$ cat src/rtl/kan_layer_sequencer.sv
// kan_layer_sequencer
// Runs one inference of a 3-layer KAN through a single shared edge-function
// unit (EU). The sequencer walks (layer, output neuron j, input i) in
// ascending order, issues one EU request per edge, accumulates each neuron
// sum and stores the saturated activations in two ping-pong buffers.
//
// Ports:
//   clk, reset                 rising-edge clock, async active-low reset
//   in_valid/in_ready/in_data  feature vector handshake, x0 in LSBs
//   eu_req/eu_layer/eu_out_idx/eu_in_idx/eu_x   edge evaluation request
//   eu_ack/eu_y                EU result (ack may arrive in the request cycle)
//   out_valid/out_ready/out_data   result handshake, y0 in LSBs
//   busy                       high whenever not IDLE
//   err                        one-cycle pulse when the EU fails to answer
//
// state | meaning
// ------+---------------------------------------------------------------
// IDLE  | waiting for an input vector (in_ready=1)
// RUN   | requesting edges from the EU and accumulating neuron sums
// DONE  | result presented on out_data until out_ready
module kan_layer_sequencer #(
    parameter int IN_FEATURES  = 2,
    parameter int L1_FEATURES  = 3,
    parameter int L2_FEATURES  = 3,
    parameter int OUT_FEATURES = 1,
    parameter int DATA_W       = 16,
    parameter int ACC_W        = 20,
    parameter int TIMEOUT      = 64
) (
    input  logic                           clk,
    input  logic                           reset,
    input  logic                           in_valid,
    output logic                           in_ready,
    input  logic [IN_FEATURES*DATA_W-1:0]  in_data,
    output logic                           eu_req,
    output logic [1:0]                     eu_layer,
    output logic [3:0]                     eu_out_idx,
    output logic [3:0]                     eu_in_idx,
    output logic [DATA_W-1:0]              eu_x,
    input  logic                           eu_ack,
    input  logic [DATA_W-1:0]              eu_y,
    output logic                           out_valid,
    input  logic                           out_ready,
    output logic [OUT_FEATURES*DATA_W-1:0] out_data,
    output logic                           busy,
    output logic                           err
);

    localparam int MAX_A  = (IN_FEATURES > L1_FEATURES) ? IN_FEATURES : L1_FEATURES;
    localparam int MAX_B  = (L2_FEATURES > OUT_FEATURES) ? L2_FEATURES : OUT_FEATURES;
    localparam int MAXF   = (MAX_A > MAX_B) ? MAX_A : MAX_B;
    localparam int IDX_W  = (MAXF > 1) ? $clog2(MAXF) : 1;
    localparam int WAIT_W = $clog2(TIMEOUT) + 1;

    localparam logic [WAIT_W-1:0]      WAIT_LOAD = WAIT_W'(TIMEOUT - 1);
    localparam logic signed [ACC_W-1:0] SAT_HI   = ACC_W'((2 ** (DATA_W - 1)) - 1);
    localparam logic signed [ACC_W-1:0] SAT_LO   = ~SAT_HI;

    localparam logic [1:0] S_IDLE = 2'd0;
    localparam logic [1:0] S_RUN  = 2'd1;
    localparam logic [1:0] S_DONE = 2'd2;

    logic [1:0]                     state;
    logic [1:0]                     layer;
    logic [3:0]                     j_idx;
    logic [3:0]                     i_idx;
    logic signed [ACC_W-1:0]        acc;
    logic signed [ACC_W-1:0]        acc_next;
    logic [WAIT_W-1:0]              wait_cnt;
    logic                           src_sel;   // 0: A is source, B is destination
    logic [DATA_W-1:0]              buf_a [MAXF];
    logic [DATA_W-1:0]              buf_b [MAXF];
    logic [DATA_W-1:0]              src_x;
    logic [DATA_W-1:0]              sat_next;
    logic [3:0]                     last_i;
    logic [3:0]                     last_j;
    logic [OUT_FEATURES*DATA_W-1:0] out_next;

    function automatic logic [DATA_W-1:0] sat(input logic signed [ACC_W-1:0] v);
        if (v > SAT_HI)
            return SAT_HI[DATA_W-1:0];
        else if (v < SAT_LO)
            return SAT_LO[DATA_W-1:0];
        else
            return v[DATA_W-1:0];
    endfunction

    always_comb begin
        last_i = 4'(IN_FEATURES - 1);
        last_j = 4'(L1_FEATURES - 1);
        case (layer)
            2'd1: begin
                last_i = 4'(L1_FEATURES - 1);
                last_j = 4'(L2_FEATURES - 1);
            end
            2'd2: begin
                last_i = 4'(L2_FEATURES - 1);
                last_j = 4'(OUT_FEATURES - 1);
            end
            default: ;
        endcase

        src_x    = src_sel ? buf_b[i_idx[IDX_W-1:0]] : buf_a[i_idx[IDX_W-1:0]];
        acc_next = acc + {{(ACC_W - DATA_W){eu_y[DATA_W-1]}}, eu_y};
        sat_next = sat(acc_next);

        // The neuron being finished this cycle is not yet in the buffer,
        // so the output word is assembled from the buffer plus sat_next.
        out_next = '0;
        for (int k = 0; k < OUT_FEATURES; k++) begin
            if (4'(k) == j_idx)
                out_next[k*DATA_W +: DATA_W] = sat_next;
            else
                out_next[k*DATA_W +: DATA_W] = src_sel ? buf_a[k] : buf_b[k];
        end
    end

    assign in_ready   = (state == S_IDLE);
    assign eu_req     = (state == S_RUN);
    assign out_valid  = (state == S_DONE);
    assign busy       = (state != S_IDLE);
    assign eu_layer   = layer;
    assign eu_out_idx = j_idx;
    assign eu_in_idx  = i_idx;
    assign eu_x       = src_x;

    always_ff @(posedge clk or negedge reset) begin
        if (!reset) begin
            state    <= S_IDLE;
            layer    <= '0;
            j_idx    <= '0;
            i_idx    <= '0;
            acc      <= '0;
            wait_cnt <= '0;
            src_sel  <= 1'b0;
            out_data <= '0;
            err      <= 1'b0;
            for (int k = 0; k < MAXF; k++) begin
                buf_a[k] <= '0;
                buf_b[k] <= '0;
            end
        end else begin
            err <= 1'b0;
            case (state)
                S_IDLE: begin
                    if (in_valid) begin
                        for (int k = 0; k < IN_FEATURES; k++)
                            buf_a[k] <= in_data[k*DATA_W +: DATA_W];
                        layer    <= '0;
                        j_idx    <= '0;
                        i_idx    <= '0;
                        acc      <= '0;
                        src_sel  <= 1'b0;
                        wait_cnt <= WAIT_LOAD;
                        state    <= S_RUN;
                    end
                end
                S_RUN: begin
                    if (eu_ack) begin
                        wait_cnt <= WAIT_LOAD;
                        if (i_idx != last_i) begin
                            i_idx <= i_idx + 4'd1;
                            acc   <= acc_next;
                        end else begin
                            i_idx <= '0;
                            acc   <= '0;
                            if (src_sel)
                                buf_a[j_idx[IDX_W-1:0]] <= sat_next;
                            else
                                buf_b[j_idx[IDX_W-1:0]] <= sat_next;
                            if (j_idx != last_j) begin
                                j_idx <= j_idx + 4'd1;
                            end else begin
                                j_idx <= '0;
                                if (layer == 2'd2) begin
                                    out_data <= out_next;
                                    state    <= S_DONE;
                                end else begin
                                    layer   <= layer + 2'd1;
                                    src_sel <= ~src_sel;
                                end
                            end
                        end
                    end else if (wait_cnt == '0) begin
                        err   <= 1'b1;
                        state <= S_IDLE;
                    end else begin
                        wait_cnt <= wait_cnt - 1'b1;
                    end
                end
                S_DONE: begin
                    if (out_ready)
                        state <= S_IDLE;
                end
                default: state <= S_IDLE;
            endcase
        end
    end

endmodule

$ cat config.mk
export PLATFORM = sky130hd
export DESIGN_NAME = kan_layer_sequencer
export DESIGN_NICKNAME = d
export VERILOG_FILES = /design/src/rtl/kan_layer_sequencer.sv
export SDC_FILE = /design/constraint.sdc
export NUM_CORES = 1
export LEC_CHECK = 0
export ABC_AREA = 1
export CAP_MARGIN = 0
export CORE_ASPECT_RATIO = 1.5
export CORE_UTILIZATION = 62
export DETAILED_ROUTE_END_ITERATION = 16
export PLACE_DENSITY = 0.87
export SLEW_MARGIN = 20
export SYNTH_ARGS = -nofsm -noshare
export SYNTH_HDL_FRONTEND = slang
export SYNTH_SLANG_ARGS = --single-unit
$ cat constraint.sdc
create_clock -name clk -period 5.21 [get_ports clk]
set_input_delay 1.042 -clock clk [delete_from_list [all_inputs] [get_ports clk]]
set_output_delay 1.042 -clock clk [all_outputs]
set_load 0.02 [all_outputs]
==> metrics.md <==
| Metric | Value |
|---|---|
| Post-route ant nets | `0` |
| Avg Cell Area, Syn | `7.72 um^2` |
| Hold WS | `0.494 ns` |
| Post-synthesis cell area | `0.00894 mm^2` |
| Die X | `100 um` |
| WL final | `26.2 mm` |
| CP endpoint kind | `output pin` |
| Ordered cell list for the critical path | `buf_4, inv_1, buf_4, nor2_1, o32ai_1, nand2_1, o21ai_0, clkdlybuf4s50_1` |
| Worst Setup Start Kind | `flip-flop` |
| # hold bufs at CTS | `0` |
| Final GP Congestion | `0.918` |
| Worst Tran Pin Value | `1.11 ns` |
| Clock skew | `0.00923 ns` |
| Library cells used by synthesis | `49` |
| Minimum clock period | `4.14 ns` |
| Post-CTS Setup Bufs | `0` |
| Place WS | `1.11 ns` |
| MaxCap Viol Count | `0` |
| DRC viols | `0` |
| Post-Synthesis Cells | `1158` |
| Total CTS buffers | `17` |
| Post-DP Area | `0.00999 mm^2` |
| CTS tree | `built` |
| Post-cts sizing count | `0` |
| Worst EP required | `4.17 ns` |
| Peak supply drop | `0.000445 V` |
| Share of post-route cells with drive strength above 1 | `8.65%` |
| Period utilisation layout | `79.4%` |
| Number of synthesized flops with an enable pin | `0` |
| HP Class | `reg -> reg` |
| Leakage | `0.00502 uW` |
| Die Ht | `149 um` |
| Sequential cell area fraction in the yosys report | `42.8%` |
| Clk_lat worst skew | `0.44 ns` |
| TritonRoute pass-1 iters | `6` |
| Starting DRT DRC Count | `923` |
| Mapped Nets | `1239` |
| Routed vias | `8717` |
| Crit path from | `eu_in_idx[0]$_DFFE_PN0P_` |
| Worst r2r src | `eu_in_idx[0]$_DFFE_PN0P_` |
| Hold path start | `out_data[0]$_DFFE_PN0P_` |
| Final nets | `1317` |
| Yosys synthesis warning count | `0` |
| Vias in the first global route | `8646` |
| Clock Tree Buf Depth | `2` |
| Core Rows | `53` |
| Asr flop ratio synth | `100%` |
| Max Fanout on Critical Path | `40` |
| Final cell utilization of the core | `75.6%` |
| # setup viols final | `0` |
| Commonest cells in the netlist | `nand2_1, dfrtp_1, nor2_1, a21oi_1, inv_1` |
| Root buf cell | `clkbuf_16` |
| Worst setup margin | `1.07 ns` |
| Synth top area share | `42.8%` |
| Largest net degree at the start of global routing | `104` |
| Gr usage total | `37.1%` |
| DR vias/cell | `6.05` |
| Predominant post-synthesis flop cell | `dfrtp_1` |
| Layout fillers | `1012` |
| Top-level port count | `100` |
| Finished Cell Area | `0.0106 mm^2` |
| Total grt overflow | `0` |
| Layout area overhead | `18.9%` |
| Die ar. | `0.0149 mm^2` |
| Yosys top cell by area | `dfrtp_1` |
| Achievable frequency | `242 MHz` |
| Core Area | `0.0141 mm^2` |
| Clock sink total | `153` |
| Initial Utilization | `63.6%` |
| H-tree depth | `4` |
| Buffers on Ports | `99` |
| Ant diodes | `0` |
| Reg clk slew, reported paths | `0.06 ns` |
| First-pass GRT wire length | `42.2 mm` |
| Crit Path Category | `reg -> out` |
| Crit-path most repeated cell | `buf_4` |
| Arr. time, crit path | `3.09 ns` |
| Top post-synthesis cells by area | `dfrtp_1, nand2_1, a21oi_1, o21ai_0, nor2_1` |
| Worst path max stage delay | `0.69 ns` |
| Slowest CP cell | `clkdlybuf4s50_1` |
| Max Slew Vio Count | `0` |
| DR WL/cell | `18.2 um` |
| Synthesis-stage register bit count | `153` |
| Setup TNS | `0 ns` |
| DP HPWL | `17.0 mm` |
| PD cells | `731 mW/mm^2` |
| RSZ-0062 raised after global routing | `false` |
| Slew HR | `26.2%` |
| Initial antenna violation count | `0` |
| Final Hold Fails | `0` |
| Status | `finished clean` |
| Most numerous cell in the Yosys netlist | `nand2_1` |
==> registers in the layout, indices dropped and copies added (netlist names) <==
name	cells
acc	20
buf_a	48
buf_b	48
err	1
eu_in_idx	4
eu_layer	2
eu_out_idx	4
out_data	16
src_sel	1
state	2
wait_cnt	7
==> placed cells by master, fill, tap and decap left out, types with 4 or more instances in the layout <==
cell,synthesis,layout
a21oi_2,12,12
nand2_1,302,302
clkbuf_16,0,17
a21oi_1,112,112
nor3_1,4,4
xor2_1,4,4
a22o_1,16,16
nand3_2,5,5
buf_4,3,12
nand3_1,13,13
inv_1,107,106
nand2_4,13,13
o21ai_1,10,10
xnor2_1,10,10
a32oi_1,15,15
nor2_2,6,6
ha_1,27,27
nand2_2,12,12
inv_2,7,7
bufinv_16,0,5
nor2_1,119,119
o21ai_0,102,102
dfrtp_1,153,153
o32ai_1,15,15
o21a_1,5,5
clkdlybuf4s50_1,0,98
==> worst paths after layout <==
| check | cells past startpoint | to | slack (ns) |
|---|---|---|---|
| max | 8 | eu_x[0] | 1.07 |
| min | 2 | out_data[0]$_DFFE_PN0P_ | 0.49 |
| max reg2reg | 11 | out_data[3]$_DFFE_PN0P_ | 1.65 |
| min reg2reg | 2 | out_data[0]$_DFFE_PN0P_ | 0.49 |
| max in group asynchronous | 2 | acc[4]$_DFFE_PN0P_ | 3.50 |
| min in group asynchronous | 1 | wait_cnt[6]$_DFFE_PN0P_ | 0.72 |
==> report_power, final <==
group	total [uW]	internal, uW	leakage (uW)	switching [uW]
Sequential	2020	1720	0.00185	303
Combinational	4390	1460	0.00287	2940
Clock	1350	849	0.000304	503
==> layout make-up <==
type | count | area, um^2 | area share [%]
Timing Repair Buffer | 111 | 1080 | 10.2
Clock inverter | 12 | 198 | 1.86
Multi-Input combinational cell | 835 | 4390 | 41.3
Clock buffer | 20 | 437 | 4.11
Tap cell | 192 | 240 | 2.26
Sequential cell | 153 | 3830 | 36.0
Inverter | 118 | 450 | 4.24
==> cell families after synthesis <==
kind of cell | share of synthesized area [%]
adders and majority gates | 4.00
AOI/OAI and AO/OA | 20.3
buffers and inverters | 8.04
and+or+nand+nor | 23.5
DFF | 42.8
xor gates and xnor gates | 1.37
==> stage by stage <==
step                instances  power [uW]
floorplan                1158        4950
global placement         1409        6140
detailed placement       1409        6240
CTS                      1441        7660
global route             1441        8240
finish                   1441        7770
==> worst max-delay path, delay by kind of cell, from the launching register on <==
kind                   cells  cell delay, ns
buffers and inverters      4            1.52
flip-flops                 1            0.44
AND/OR/NAND/NOR            2            0.20
AO/OA/AOI/OAI              2            0.49
==> metal layers <==
layer | vias to the layer above | share of wire, % | track usage [%]
met5 | - | 0 | 0
met4 | 0 | 4.6 | 20.1
met3 | 135 | 9.9 | 8.25
met2 | 557 | 49 | 60.3
met1 | 4081 | 37 | 45.9
li1 | 3944 | - | -
(Power assumes the default switching activity.)
